`config.mk`:
```
export PLATFORM = sky130hd
export DESIGN_NAME = debounce_bank
export DESIGN_NICKNAME = d
export VERILOG_FILES = /design/src/rtl/debounce_pkg.sv /design/src/rtl/debounce_channel.sv /design/src/rtl/debounce_bank.sv
export SDC_FILE = /design/constraint.sdc
export NUM_CORES = 1
export LEC_CHECK = 0
export BUFFER_PORTS_ARGS = -buffer_cell sky130_fd_sc_hd__buf_2
export CAP_MARGIN = 20
export CELL_PAD_IN_SITES_DETAIL_PLACEMENT = 1
export CELL_PAD_IN_SITES_GLOBAL_PLACEMENT = 1
export CORE_AREA = 2 2 173 175
export DETAILED_ROUTE_END_ITERATION = 8
export DIE_AREA = 0 0 175 177
export MAX_ROUTING_LAYER = met4
export PLACE_DENSITY = 0.8
export SYNTH_ARGS = -nofsm -noshare
export SYNTH_HDL_FRONTEND = slang
export SYNTH_SLANG_ARGS = --single-unit
```
`constraint.sdc`:
```
create_clock -name clk -period 5.52 [get_ports clk]
set_input_delay 0 -clock clk [delete_from_list [all_inputs] [get_ports clk]]
set_output_delay 0 -clock clk [all_outputs]
set_load 0.02 [all_outputs]
```
`src/rtl/debounce_pkg.sv`:
```
// Shared constants and parameter-derivation helpers for the switch debouncer bank.
package debounce_pkg;

   localparam int DEF_SYNC_STAGES = 2;
   localparam int DEF_SIM_TICKS   = 2;
   localparam int DEF_DEBOUNCE_MS = 10;

   // Length of the stability window in clock cycles.
   function automatic int db_ticks(input int clk_hz, input int ms, input int sim, input int sim_ticks);
      return (sim != 0) ? sim_ticks : (clk_hz / 1000) * ms;
   endfunction

   // Counter must hold 0..ticks-1; never narrower than one bit.
   function automatic int cnt_width(input int ticks);
      return (ticks < 2) ? 1 : $clog2(ticks);
   endfunction

endpackage

```
`src/rtl/debounce_channel.sv`:
```
// One debounce channel: synchroniser chain, stability counter, debounced level and edge pulses.
module debounce_channel
   import debounce_pkg::*;
#(
   parameter int   SYNC_STAGES = DEF_SYNC_STAGES,
   parameter int   DB_TICKS    = DEF_SIM_TICKS,
   parameter int   W           = 1,
   parameter logic RST_VAL     = 1'b0
) (
   input  logic clk,
   input  logic reset,
   input  logic sw_in,
   output logic sw_db,
   output logic sw_rise,
   output logic sw_fall,
   output logic upd
);

   localparam logic [W-1:0] LAST = W'(DB_TICKS - 1);

   logic [SYNC_STAGES-1:0] sync_sr;
   logic [W-1:0]           cnt;
   logic                   sync_last;

   assign sync_last = sync_sr[SYNC_STAGES-1];
   // Level has disagreed for the full window: commit on this edge.
   assign upd       = (sync_last != sw_db) && (cnt == LAST);

   always_ff @(posedge clk) begin
      if (reset) begin
         sync_sr <= {SYNC_STAGES{RST_VAL}};
         sw_db   <= RST_VAL;
         cnt     <= '0;
         sw_rise <= 1'b0;
         sw_fall <= 1'b0;
      end else begin
         sync_sr <= {sync_sr[SYNC_STAGES-2:0], sw_in};
         sw_rise <= upd & sync_last;
         sw_fall <= upd & ~sync_last;
         if (upd) begin
            sw_db <= sync_last;
            cnt   <= '0;
         end else if (sync_last == sw_db) begin
            cnt   <= '0;
         end else begin
            cnt   <= cnt + W'(1);
         end
      end
   end

endmodule

```
`src/rtl/debounce_bank.sv`:
```
// Multi-channel switch/button debouncer with per-channel rise/fall pulses and a shared change flag.
module debounce_bank
   import debounce_pkg::*;
#(
   parameter int              N_CH        = 16,
   parameter int              SYNC_STAGES = DEF_SYNC_STAGES,
   parameter int              CLK_HZ      = 10_000_000,
   parameter int              DEBOUNCE_MS = DEF_DEBOUNCE_MS,
   parameter int              SIMULATION  = 0,
   parameter int              SIM_TICKS   = DEF_SIM_TICKS,
   parameter logic [N_CH-1:0] RST_VAL     = '0
) (
   input  logic            clk,
   input  logic            reset,
   input  logic [N_CH-1:0] sw_in,
   output logic [N_CH-1:0] sw_db,
   output logic [N_CH-1:0] sw_rise,
   output logic [N_CH-1:0] sw_fall,
   output logic            any_change
);

   localparam int DB_TICKS = db_ticks(CLK_HZ, DEBOUNCE_MS, SIMULATION, SIM_TICKS);
   localparam int W        = cnt_width(DB_TICKS);

   if (DB_TICKS < 1) begin : g_bad_ticks
      $error("debounce_bank: debounce window must be at least one cycle");
   end
   if (SYNC_STAGES < 2) begin : g_bad_sync
      $error("debounce_bank: synchroniser needs at least two stages");
   end

   logic [N_CH-1:0] upd;

   for (genvar i = 0; i < N_CH; i++) begin : g_ch
      debounce_channel #(
         .SYNC_STAGES (SYNC_STAGES),
         .DB_TICKS    (DB_TICKS),
         .W           (W),
         .RST_VAL     (RST_VAL[i])
      ) u_ch (
         .clk     (clk),
         .reset   (reset),
         .sw_in   (sw_in[i]),
         .sw_db   (sw_db[i]),
         .sw_rise (sw_rise[i]),
         .sw_fall (sw_fall[i]),
         .upd     (upd[i])
      );
   end

   // Registered from the channels' commit condition so it lines up with the pulses.
   always_ff @(posedge clk) begin
      if (reset) any_change <= 1'b0;
      else       any_change <= |upd;
   end

endmodule

```
==> qor.yml, run 1 <==
period_needed_ns: 2.27
status: "complete, no violations"
crit_arrival_ns: 2.65
synth_compound_gate_area_share: 0.00289
total_power_w: 0.00531
r2r_slack_ns: 3.25
setup_viol_count_final: 0
gr-total-overflow: 0
min_path_cells: 3
ys_seq_area_frac: 0.480
critPathKind: "flip-flop to flip-flop"
vdd.ir_drop.worst_v: 0.000206
tns_ns: 0
ys_ff_latch: 353
ioPinCount: 67
slew_headroom: 0.448
path_max_fanout: 17
max_freq_mhz: 440
hp-start: "sw_in[13]"
clockBufferDepth: 3
grt_pass1_vias: 11200
die_h_um: 177
routed_wl_um: 31200
critPathSlowestCell: "or4b_4"
placed_cells: 1969
syn_area_um2: 14700
synth_edf_count: 0
worst_slew_pin_slew_ns: 0.820
synthMuxAreaShare: 0.0109
gp_congestion: 0.785
antenna_left: 0
clock-sinks: 353
syn_nets: 1624
synth_xor_area_frac: 0.152
grt_setup_unrepaired: "no"
synth_flop_cell: "dfxtp_1"
cts_tree: "yes"
die_w_um: 175
reg2regPathDepth: 6
cp_cell_sequence: "ha_1 > nand2_2 > or4b_4 > nor4_4 > or3_1 > nor2_1"
grt_util_all_layers: 0.210
grt_pass1_wl_um: 53300
r2r-start: "g_ch[0].u_ch.cnt[0]"
path_clk_slew_ns: 0.06
synth_top_area_frac: 0.480
fill_cells: 3344
cts_root_buffer: "clkbuf_16"
critPathLaunch: "g_ch[0].u_ch.cnt[0]"
critPathLaunchType: "flip-flop"
endpoint_kind: "flip-flop"
netlist-cell-type-count: 49
fin_hold_ws_ns: 0.223
rows: 63
synthArstFlopShare: 0
grt_max_degree: 35
core_area_um2: 29200
drcViolationCount: 0
dp_hpwl_um: 20700
hold_viol: 0
period_share: 0.412
utilization: 0.564
htreeDepth: 2
clk_latency_ns: 0.52
holdCritPathClass: "input port to flip-flop"
drt_iter0_drc: 329
cts_made_buffers: 39
synth_top_family_by_area: "simple AND/OR/NAND/NOR gates"
synthToLayoutAreaGrowth_pct: 12.2
grt_antenna_before_repair: 0
hold_end: "g_ch[13].u_ch.sync_sr[0]"
initial_core_util: 0.503
leakage_nw: 5.76
dr.pass1.iters: 4
post-cts-setup-buffers: 0
r2r-end: "g_ch[0].u_ch.cnt[11]"
place.port_buffers: 66
postCtsResizedCells: 0
nets: 1676
slew_viol_final: 0
clock_skew_ns: 0.0186
diodes: 0
yosys.area_share.adder: 0.0136
yosys_warnings: 0
power.density_nw_per_um2: 322
syn_inst: 1590
wire_per_inst_um: 15.1
die_area_um2: 31000
vias: 10700
maxCapViolCount: 0
synthTopCellsByArea: "dfxtp_1 48%, nor2_1 8.5%, xor2_1 8.0%"
cpPeakStageDelay_ns: 0.56
syn_avg_cell_area_um2: 9.25
drive_gt1_frac: 0.101
instances_no_fill: 2062
crit_required_ns: 5.89
via_per_inst: 5.18
yosysTopAreaCell: "dfxtp_1"
yosys.area_share.simple: 0.295
layer usage:
layer  vias up  part of all wire  track usage
met3        57             0.027       0.0320
met4         0             0.022       0.0580
li1       5382                 -            -
met2       114              0.49        0.361
met5         -                 0            -
met1      5137              0.46        0.257
timing repair:
item,CTS,global route
endpoints found under the setup margin,0,0
endpoints found under the hold margin,34,0
hold buffers,22,0
where the power goes:
group          internal [W]  switching [W]  total [W]
clock               0.00164        0.00102    0.00266
combinational     0.0000296      0.0000420  0.0000716
sequential          0.00256      0.0000107    0.00257
worst max-delay path by stage:
stage,endpoint,slack [ns],cells after the start
6_report,g_ch[0].u_ch.cnt[11],3.25,6
5_1_grt,g_ch[0].u_ch.cnt[2],3.07,6
4_1_cts,g_ch[0].u_ch.cnt[5],3.23,6
3_5_place_dp,g_ch[0].u_ch.cnt[2],3.28,6
3_3_place_gp,g_ch[0].u_ch.cnt[15],3.35,6
2_1_floorplan,g_ch[0].u_ch.cnt[10],3.62,8
Yosys cell counts, types with 10 or more instances:
master and number:
or4_1 11, and3_1 45, ha_1 16, xnor2_1 121, nand3_1 101, buf_4 53, nor3_1 47, nor3b_1 16
dfxtp_1 353, nor2_2 10, inv_1 20, nor2_1 335, nor2b_1 33, nand2_1 103, clkbuf_1 10, xor2_1 134
nor4_1 31, nand4_1 49, mux2i_1 16
metrics by stage:
stage,instance area [um2],worst slack (ns)
final,16500,3.25
after global routing,16500,3.07
after CTS,16500,3.23
after detailed placement,14900,3.28
after global placement,14900,3.35
after floorplan,14700,3.62
final cells by class:
type / instances / area (um2) / share of cell area
sequential: 353 / 7070 / 0.428
multi-input combinational: 1138 / 6970 / 0.422
clock buffer: 59 / 1160 / 0.0705
timing repair buffer: 90 / 568 / 0.0344
tap: 390 / 488 / 0.0296
clock inverter: 12 / 166 / 0.0101
inverter: 20 / 75.1 / 0.00455
cells in the final DEF (no fill, tap or decap), drive strengths merged, types with 2 or more instances in the layout:
cell	count
nor4bb	2
dfxtp	353
or3	7
bufinv	4
or2	3
nor3	48
nor4	34
buf	68
clkbuf	59
or4	15
and2	3
nand4	53
nor2b	33
and3	46
dlygate4sd3	22
ha	16
and4	8
clkinv	6
nand3	101
inv	21
nand4b	5
nor4b	12
mux2i	16
nor2	345
xor2	134
nand2	112
xnor2	121
nor3b	16
critical path, delay by kind of cell, from the launching register on:
family | cells | cell delay [ns]
flip-flops | 1 | 0.36
adder cells (fa/ha/maj) | 1 | 0.25
AND/OR/NAND/NOR | 5 | 1.52
kinds of logic after synthesis:
family,after synthesis
AOI/OAI and AO/OA,5
xor gates and xnor gates,255
adders and majority gates,16
buffers and inverters,99
DFF,353
muxes,16
and+or+nand+nor,846
flip-flops by register name (all words and copies together), names as in the netlist:
register,cells
any_change,1
g_ch.u_ch.cnt,272
g_ch.u_ch.sw_db,16
g_ch.u_ch.sw_fall,16
g_ch.u_ch.sw_rise,16
g_ch.u_ch.sync_sr,32
(Power assumes the default switching activity.)
==> inputs of run 2 (changes only) <==
--- a/config.mk
+++ b/config.mk
@@ -9,11 +9,11 @@
 export CAP_MARGIN = 20
 export CELL_PAD_IN_SITES_DETAIL_PLACEMENT = 1
 export CELL_PAD_IN_SITES_GLOBAL_PLACEMENT = 1
-export CORE_AREA = 2 2 173 175
+export CORE_AREA = 2 2 179 181
 export DETAILED_ROUTE_END_ITERATION = 8
-export DIE_AREA = 0 0 175 177
+export DIE_AREA = 0 0 181 183
 export MAX_ROUTING_LAYER = met4
-export PLACE_DENSITY = 0.8
+export PLACE_DENSITY = 0.76
 export SYNTH_ARGS = -nofsm -noshare
 export SYNTH_HDL_FRONTEND = slang
 export SYNTH_SLANG_ARGS = --single-unit
==> constraint.sdc (replaced) <==
create_clock -name clk -period 2.4 [get_ports clk]
set_input_delay 0 -clock clk [delete_from_list [all_inputs] [get_ports clk]]
set_output_delay 0 -clock clk [all_outputs]
set_load 0.02 [all_outputs]
==> qor.yml, run 2 (same netlist as run 1, synthesis figures left out) <==
status: "complete, no violations"
initial_core_util: 0.471  # -0.0320
power.density_nw_per_um2: 761  # +140%
netSwitchingPower_w: 0.00258  # +140%
slew_headroom: 0.527  # +0.0788
fill_cells: 3579  # +7.0%
total_power_w: 0.0127  # +140%
r2r-start: "g_ch[0].u_ch.cnt[0]"
clock-sinks: 353  # unchanged
endpoint: "g_ch[0].u_ch.cnt[8]"
vias: 10800  # +0.88%
period_share: 0.849  # +0.438
hold_viol: 0  # unchanged
die_w_um: 181  # +3.4%
htreeDepth: 2  # unchanged
slew_viol_final: 0  # unchanged
critPathBufInv: 1  # +1
ioPinCount: 67  # unchanged
hp-start: "sw_in[13]"
die_h_um: 183  # +3.4%
nets: 1684  # +0.48%
gr-total-overflow: 0  # unchanged
crit_required_ns: 2.81  # -3.08 ns
seqPwrFrac: 0.466  # -0.019
layout_commonest_cell: "dfxtp_1"
grt_setup_unrepaired: "no"
holdCritPathClass: "input port to flip-flop"
rows: 65  # +3.2%
max_freq_mhz: 491  # +11%
top_register: "g_ch.u_ch.cnt"
cpPeakStageDelay_ns: 0.56  # about the same
cts_root_buffer: "clkbuf_16"
tns_ns: 0  # unchanged
power.share.clock: 0.521  # +0.019
swShare: 0.203  # +0.00138
path_depth: 7  # +1
endpoint_kind: "flip-flop"
cp_top_family: "simple AND/OR/NAND/NOR gates"
synthToLayoutAreaGrowth_pct: 13.5
mostFrequentLayoutCells: "353 x dfxtp_1, 335 x nor2_1, 134 x xor2_1"
grt_antenna_before_repair: 0  # unchanged
drt_iter0_drc: 299  # -9.1%
place_ws_ns: 0.225  # -3.05 ns
antenna_left: 0  # unchanged
drive_gt1_frac: 0.109  # +0.00838
comb_power_share: 0.013  # about the same
r2r-end: "g_ch[0].u_ch.cnt[8]"
clock_skew_ns: 0.00909  # -0.00952 ns
critPathSlowestCell: "or4b_4"
reg2regPathDepth: 7  # +1
cts_made_buffers: 40  # +2.6%
grt_pass1_vias: 11100  # -1.5%
period_needed_ns: 2.04  # -0.234 ns
dpl_cell_area_um2: 15000  # +0.54%
path_clk_slew_ns: 0.06  # about the same
place.port_buffers: 66  # unchanged
clockBufferDepth: 3  # unchanged
cts_tree: "yes"
grt_util_all_layers: 0.199  # -0.0112
critPathLaunch: "g_ch[0].u_ch.cnt[0]"
leakage_nw: 5.84  # +1.4%
top_regs: "g_ch.u_ch.cnt (272), g_ch.u_ch.sync_sr (32)"
dr.pass1.iters: 4  # unchanged
vdd.ir_drop.worst_v: 0.000572  # +180%
wire_per_inst_um: 14.9  # -1.3%
routed_wl_um: 31100  # -0.29%
post-cts-setup-buffers: 0  # unchanged
grt_pass1_wl_um: 54000  # +1.3%
die_area_um2: 33100  # +6.9%
gp_congestion: 0.797  # +1.6%
dp_hpwl_um: 21300  # +3.3%
utilization: 0.535  # -0.0296
internal_power_w: 0.0101  # +140%
largest_register_ffs: 272  # unchanged
worst_slew_pin_slew_ns: 0.703  # -0.117 ns
crit_arrival_ns: 2.45  # -0.20 ns
drcViolationCount: 0  # unchanged
diodes: 0  # unchanged
core_area_um2: 31200  # +6.8%
grt_max_degree: 41  # +17%
clk_latency_ns: 0.53  # about the same
setup_viol_count_final: 0  # unchanged
r2r_slack_ns: 0.36  # -2.89 ns
critPathKind: "flip-flop to flip-flop"
cp_cell_sequence: "ha_1 > nand2_2 > or4b_4 > nor4_4 > or3_1 > buf_4 > nor2_1"
critPathLaunchType: "flip-flop"
path_max_fanout: 17  # unchanged
design_area_um2: 16700  # +1.2%
fin_ws_ns: 0.361  # -2.89 ns
maxCapViolCount: 0  # unchanged
via_per_inst: 5.18  # -0.14%
==> run 2: cell types whose count changed in the layout (fill, tap and decap cells not counted), sizes merged <==
cell	change
buf	+7
bufinv	+4
clkbuf	-7
clkinv	+1
clkinvlp	+3
inv	+1
==> run 2: cell type report <==
cell class | instances | area [um2] | area share
flip-flops and latches | 353 | 7070 | 0.423
multi-input cells | 1138 | 6970 | 0.418
well taps | 402 | 503 | 0.0301
inverters | 20 | 75.1 | 0.00450
clock buffers | 52 | 1120 | 0.0669
clock inverters | 21 | 327 | 0.0196
repair buffers | 97 | 633 | 0.0379
==> run 2: worst register-to-register path, cell delays in order (launching register included) <==
cell and delay [ns]:
dfxtp_1 0.35, ha_1 0.23, nand2_2 0.10, or4b_4 0.56, nor4_4 0.24, or3_1 0.16, buf_4 0.21, nor2_1 0.08
==> run 2: worst min-delay path by stage <==
stage / end / slack, ns / cells after the start
2_1_floorplan: g_ch[0].u_ch.sync_sr[0] / 0.13 / 1
3_3_place_gp: g_ch[11].u_ch.sync_sr[0] / 0.21 / 2
3_5_place_dp: g_ch[15].u_ch.sync_sr[0] / 0.22 / 2
4_1_cts: g_ch[15].u_ch.sync_sr[0] / 0.20 / 3
5_1_grt: g_ch[0].u_ch.sync_sr[0] / 0.24 / 3
6_report: g_ch[13].u_ch.sync_sr[0] / 0.21 / 3
==> run 2: routing by layer <==
metal | wire (um) | vias to the layer above | share of wire | GRT usage
met2 | 14900 | 104 | 0.48 | 0.333
met3 | 891 | 66 | 0.029 | 0.0320
met5 | 0 | - | 0 | -
li1 | - | 5416 | - | -
met1 | 14600 | 5198 | 0.47 | 0.250
met4 | 676 | 0 | 0.022 | 0.0550
==> run 2: power groups by stage <==
stage / clock network (W) / registers [W] / logic, W
final: 0.00661 / 0.00592 / 0.000169
after global routing: 0.00704 / 0.00592 / 0.000191
after CTS: 0.00679 / 0.00592 / 0.000173
after detailed placement: 0 / 0.00605 / 0.000144
after global placement: 0 / 0.00605 / 0.000141
after floorplan: 0 / 0.00604 / 0.000104
==> run 2: metrics by stage <==
step                instances  hold WS [ns]
finish                   2083         0.215
global route             2083         0.235
CTS                      2083         0.200
detailed placement       1988         0.216
global placement         1988         0.209
floorplan                1590         0.128
==> run 2: what timing repair did <==
item,in CTS,in global routing
setup endpoints to repair,0,16
hold buffers,22,0
endpoints found under the hold margin,27,0
gates resized for setup,0,1
==> inputs of run 3 (changes only) <==
--- a/config.mk
+++ b/config.mk
@@ -5,13 +5,14 @@
 export SDC_FILE = /design/constraint.sdc
 export NUM_CORES = 1
 export LEC_CHECK = 0
+export ABC_AREA = 1
 export BUFFER_PORTS_ARGS = -buffer_cell sky130_fd_sc_hd__buf_2
 export CAP_MARGIN = 20
 export CELL_PAD_IN_SITES_DETAIL_PLACEMENT = 1
 export CELL_PAD_IN_SITES_GLOBAL_PLACEMENT = 1
-export CORE_AREA = 2 2 179 181
+export CORE_AREA = 2 2 189 191
 export DETAILED_ROUTE_END_ITERATION = 8
-export DIE_AREA = 0 0 181 183
+export DIE_AREA = 0 0 191 193
 export MAX_ROUTING_LAYER = met4
 export PLACE_DENSITY = 0.76
 export SYNTH_ARGS = -nofsm -noshare
==> constraint.sdc (replaced) <==
create_clock -name clk -period 2.1 [get_ports clk]
set_input_delay 0 -clock clk [delete_from_list [all_inputs] [get_ports clk]]
set_output_delay 0 -clock clk [all_outputs]
set_load 0.02 [all_outputs]
==> qor.yml, run 3 <==
hold_end: "g_ch[2].u_ch.sync_sr[0]"
wire_per_inst_um: 13.5  # -9.7%
grt_pass1_wl_um: 61000  # +13%
vdd.ir_drop.worst_v: 0.000632  # +10%
drt_iter0_drc: 355  # +19%
worst_slew_pin_slew_ns: 0.569  # -0.134 ns
grt_util_all_layers: 0.203  # +0.00488
vias: 13000  # +21%
cts_tree: "yes"
clockBufferDepth: 3  # unchanged
endpoint_kind: "flip-flop"
htreeDepth: 2  # unchanged
holdCritPathClass: "input port to flip-flop"
cpPeakStageDelay_ns: 0.42  # -0.14 ns
syn_nets: 2114  # +30%
synth_top_area_frac: 0.447  # -0.0338
critPathLaunchType: "flip-flop"
yosysTopAreaCell: "dfxtp_1"
setup_viol_count_final: 0  # unchanged
die_w_um: 191  # +5.5%
dp_hpwl_um: 25500  # +20%
hold_viol: 0  # unchanged
clock_skew_ns: 0.00718  # -0.00191 ns
synth.most_common_cell: "nor2_1"
cts_made_buffers: 41  # +2.5%
r2r-end: "g_ch[2].u_ch.cnt[14]"
comb_power_share: 0.015  # +0.002
rows: 69  # +6.2%
critPathKind: "flip-flop to flip-flop"
period_share: 0.888  # +0.0386
cp_cell_sequence: "ha_1 > nand2_1 > inv_1 > nand2_1 > nor2_1 > nand3_1 > nand4_2 > nor3b_1"
min_path_cells: 4  # +1
die_area_um2: 36900  # +11%
ys_ff_latch: 353  # unchanged
place.port_buffers: 66  # unchanged
routed_wl_um: 35300  # +14%
syn_area_um2: 15800  # +7.6%
grt_pass1_vias: 13300  # +20%
synth_common_cells: "412 x nor2_1, 353 x dfxtp_1, 319 x nand2_1"
largest_register_ffs: 272  # unchanged
max_freq_mhz: 536  # +9.3%
leakage_nw: 6.60  # +13%
dr.pass1.iters: 4  # unchanged
layout_commonest_cell: "nor2_1"
synth_flop_cell: "dfxtp_1"
clock-sinks: 353  # unchanged
seqPwrFrac: 0.502  # +0.036
gp_congestion: 0.798  # +0.11%
grt_setup_unrepaired: "no"
top_regs: "g_ch.u_ch.cnt (272), g_ch.u_ch.sync_sr (32)"
slew_headroom: 0.621  # +0.0934
netSwitchingPower_w: 0.00290  # +13%
multi_input_area_um2: 7200  # +3.3%
mostFrequentLayoutCells: "412 x nor2_1, 353 x dfxtp_1, 319 x nand2_1"
ys_seq_area_frac: 0.447  # -0.0338
swShare: 0.215  # +0.0126
internal_power_w: 0.0106  # +4.3%
path_common_cell: "nand2_1"
ioPinCount: 67  # unchanged
reg2regPathDepth: 8  # +1
path_clk_slew_ns: 0.06  # about the same
grt_antenna_before_repair: 0  # unchanged
power.share.clock: 0.482  # -0.039
diodes: 0  # unchanged
yosys_warnings: 0  # unchanged
cts_root_buffer: "clkbuf_16"
core_area_um2: 35000  # +12%
post-cts-setup-buffers: 0  # unchanged
fin_hold_ws_ns: 0.205  # -0.00994 ns
critPathSlowestCell: "nand4_2"
maxCapViolCount: 0  # unchanged
netlist-cell-type-count: 42  # -14%
die_h_um: 193  # +5.5%
synthTopCellsByArea: "dfxtp_1 45%, nor2_1 9.8%, nand2_1 7.6%"
fill_cells: 4400  # +23%
critPathBufInv: 1  # unchanged
synth_edf_count: 0  # unchanged
period_needed_ns: 1.86  # -0.174 ns
hp-start: "sw_in[2]"
postCtsResizedCells: 0  # unchanged
clk_latency_ns: 0.54  # about the same
syn_avg_cell_area_um2: 7.61  # -18%
tns_ns: 0  # unchanged
syn_inst: 2080  # +31%
drcViolationCount: 0  # unchanged
via_per_inst: 4.96  # -4.1%
antenna_left: 0  # unchanged
synthToLayoutAreaGrowth_pct: 11.3
crit_arrival_ns: 2.31  # -0.14 ns
regArea_um2: 7070  # unchanged
power.density_nw_per_um2: 765  # +0.48%
drive_gt1_frac: 0.116  # +0.00658
initial_core_util: 0.452  # -0.0185
slew_viol_final: 0  # unchanged
r2r_slack_ns: 0.24  # -0.13 ns
path_max_fanout: 17  # unchanged
synthArstFlopShare: 0  # unchanged
cp_top_family: "simple AND/OR/NAND/NOR gates"
r2r-start: "g_ch[2].u_ch.cnt[0]"
top_register: "g_ch.u_ch.cnt"
status: "complete, no violations"
cts_hold_buffers: 17  # -23%
nets: 2171  # +29%
crit_required_ns: 2.54  # -0.27 ns
gr-total-overflow: 0  # unchanged
grt_max_degree: 43  # +4.9%
[run 3: cell count changes after synthesis, moves of 31 or more]
cell	change
inv_1	+236
nand2_1	+216
xnor2_1	-99
nor2_1	+77
a21oi_1	+66
and3_1	-43
xor2_1	-35
nor2b_1	-33
o21ai_0	+31
[run 3: worst max path at each step]
stage | start | end | cells past startpoint
6_report | g_ch[2].u_ch.cnt[0] | g_ch[2].u_ch.cnt[14] | 8
5_1_grt | g_ch[2].u_ch.cnt[0] | g_ch[2].u_ch.cnt[14] | 8
4_1_cts | g_ch[15].u_ch.cnt[0] | g_ch[15].u_ch.cnt[13] | 10
3_5_place_dp | g_ch[15].u_ch.cnt[0] | g_ch[15].u_ch.cnt[13] | 10
3_3_place_gp | g_ch[4].u_ch.cnt[0] | any_change | 11
2_1_floorplan | g_ch[4].u_ch.cnt[0] | g_ch[4].u_ch.cnt[8] | 11
[run 3: layout make-up]
type / count / share of cell area
Clock buffer: 54 / 0.0639
Clock inverter: 15 / 0.00476
Inverter: 268 / 0.0571
Multi-Input combinational cell: 1386 / 0.409
Sequential cell: 353 / 0.401
Tap cell: 461 / 0.0328
Timing Repair Buffer: 87 / 0.0308
[run 3: cells by family after synthesis]
group,Yosys count,share of synthesized area
XOR/XNOR,121,0.0670
buffers and inverters,341,0.0981
AND/OR/NAND/NOR,1127,0.334
AO/OA/AOI/OAI,122,0.0416
adder cells (fa/ha/maj),16,0.0127
flip-flops,353,0.447
[run 3: power groups by stage]
| stage | clock network, W | logic, W | registers [W] |
|---|---|---|---|
| after CTS | 0.00669 | 0.000213 | 0.00676 |
| final | 0.00649 | 0.000208 | 0.00676 |
| after detailed placement | 0 | 0.000187 | 0.00691 |
| after global routing | 0.00700 | 0.000238 | 0.00676 |
| after global placement | 0 | 0.000181 | 0.00690 |
| after floorplan | 0 | 0.000135 | 0.00690 |
[run 3: metrics by stage]
step	util	setup WS, ns	std cells	power, W	cell area (um2)
after floorplan	-	0.650	2080	0.00703	15800
after global routing	0.503	0.0104	2624	0.0140	17600
after detailed placement	0.464	0.187	2538	0.00709	16200
after global placement	0.464	0.265	2538	0.00709	16200
final	0.503	0.235	2624	0.0135	17600
after CTS	0.503	0.170	2624	0.0137	17600
[run 3: layer usage]
layer,track usage,share of wire
met5,-,0
met1,0.239,0.46
met2,0.359,0.49
met4,0.0561,0.019
met3,0.0346,0.032
[run 3: tightest hold or removal path, cell delays in order]
cell and delay (ns):
dlygate4sd3_1 0.51, buf_2 0.09, inv_1 0.03, nor2_1 0.06
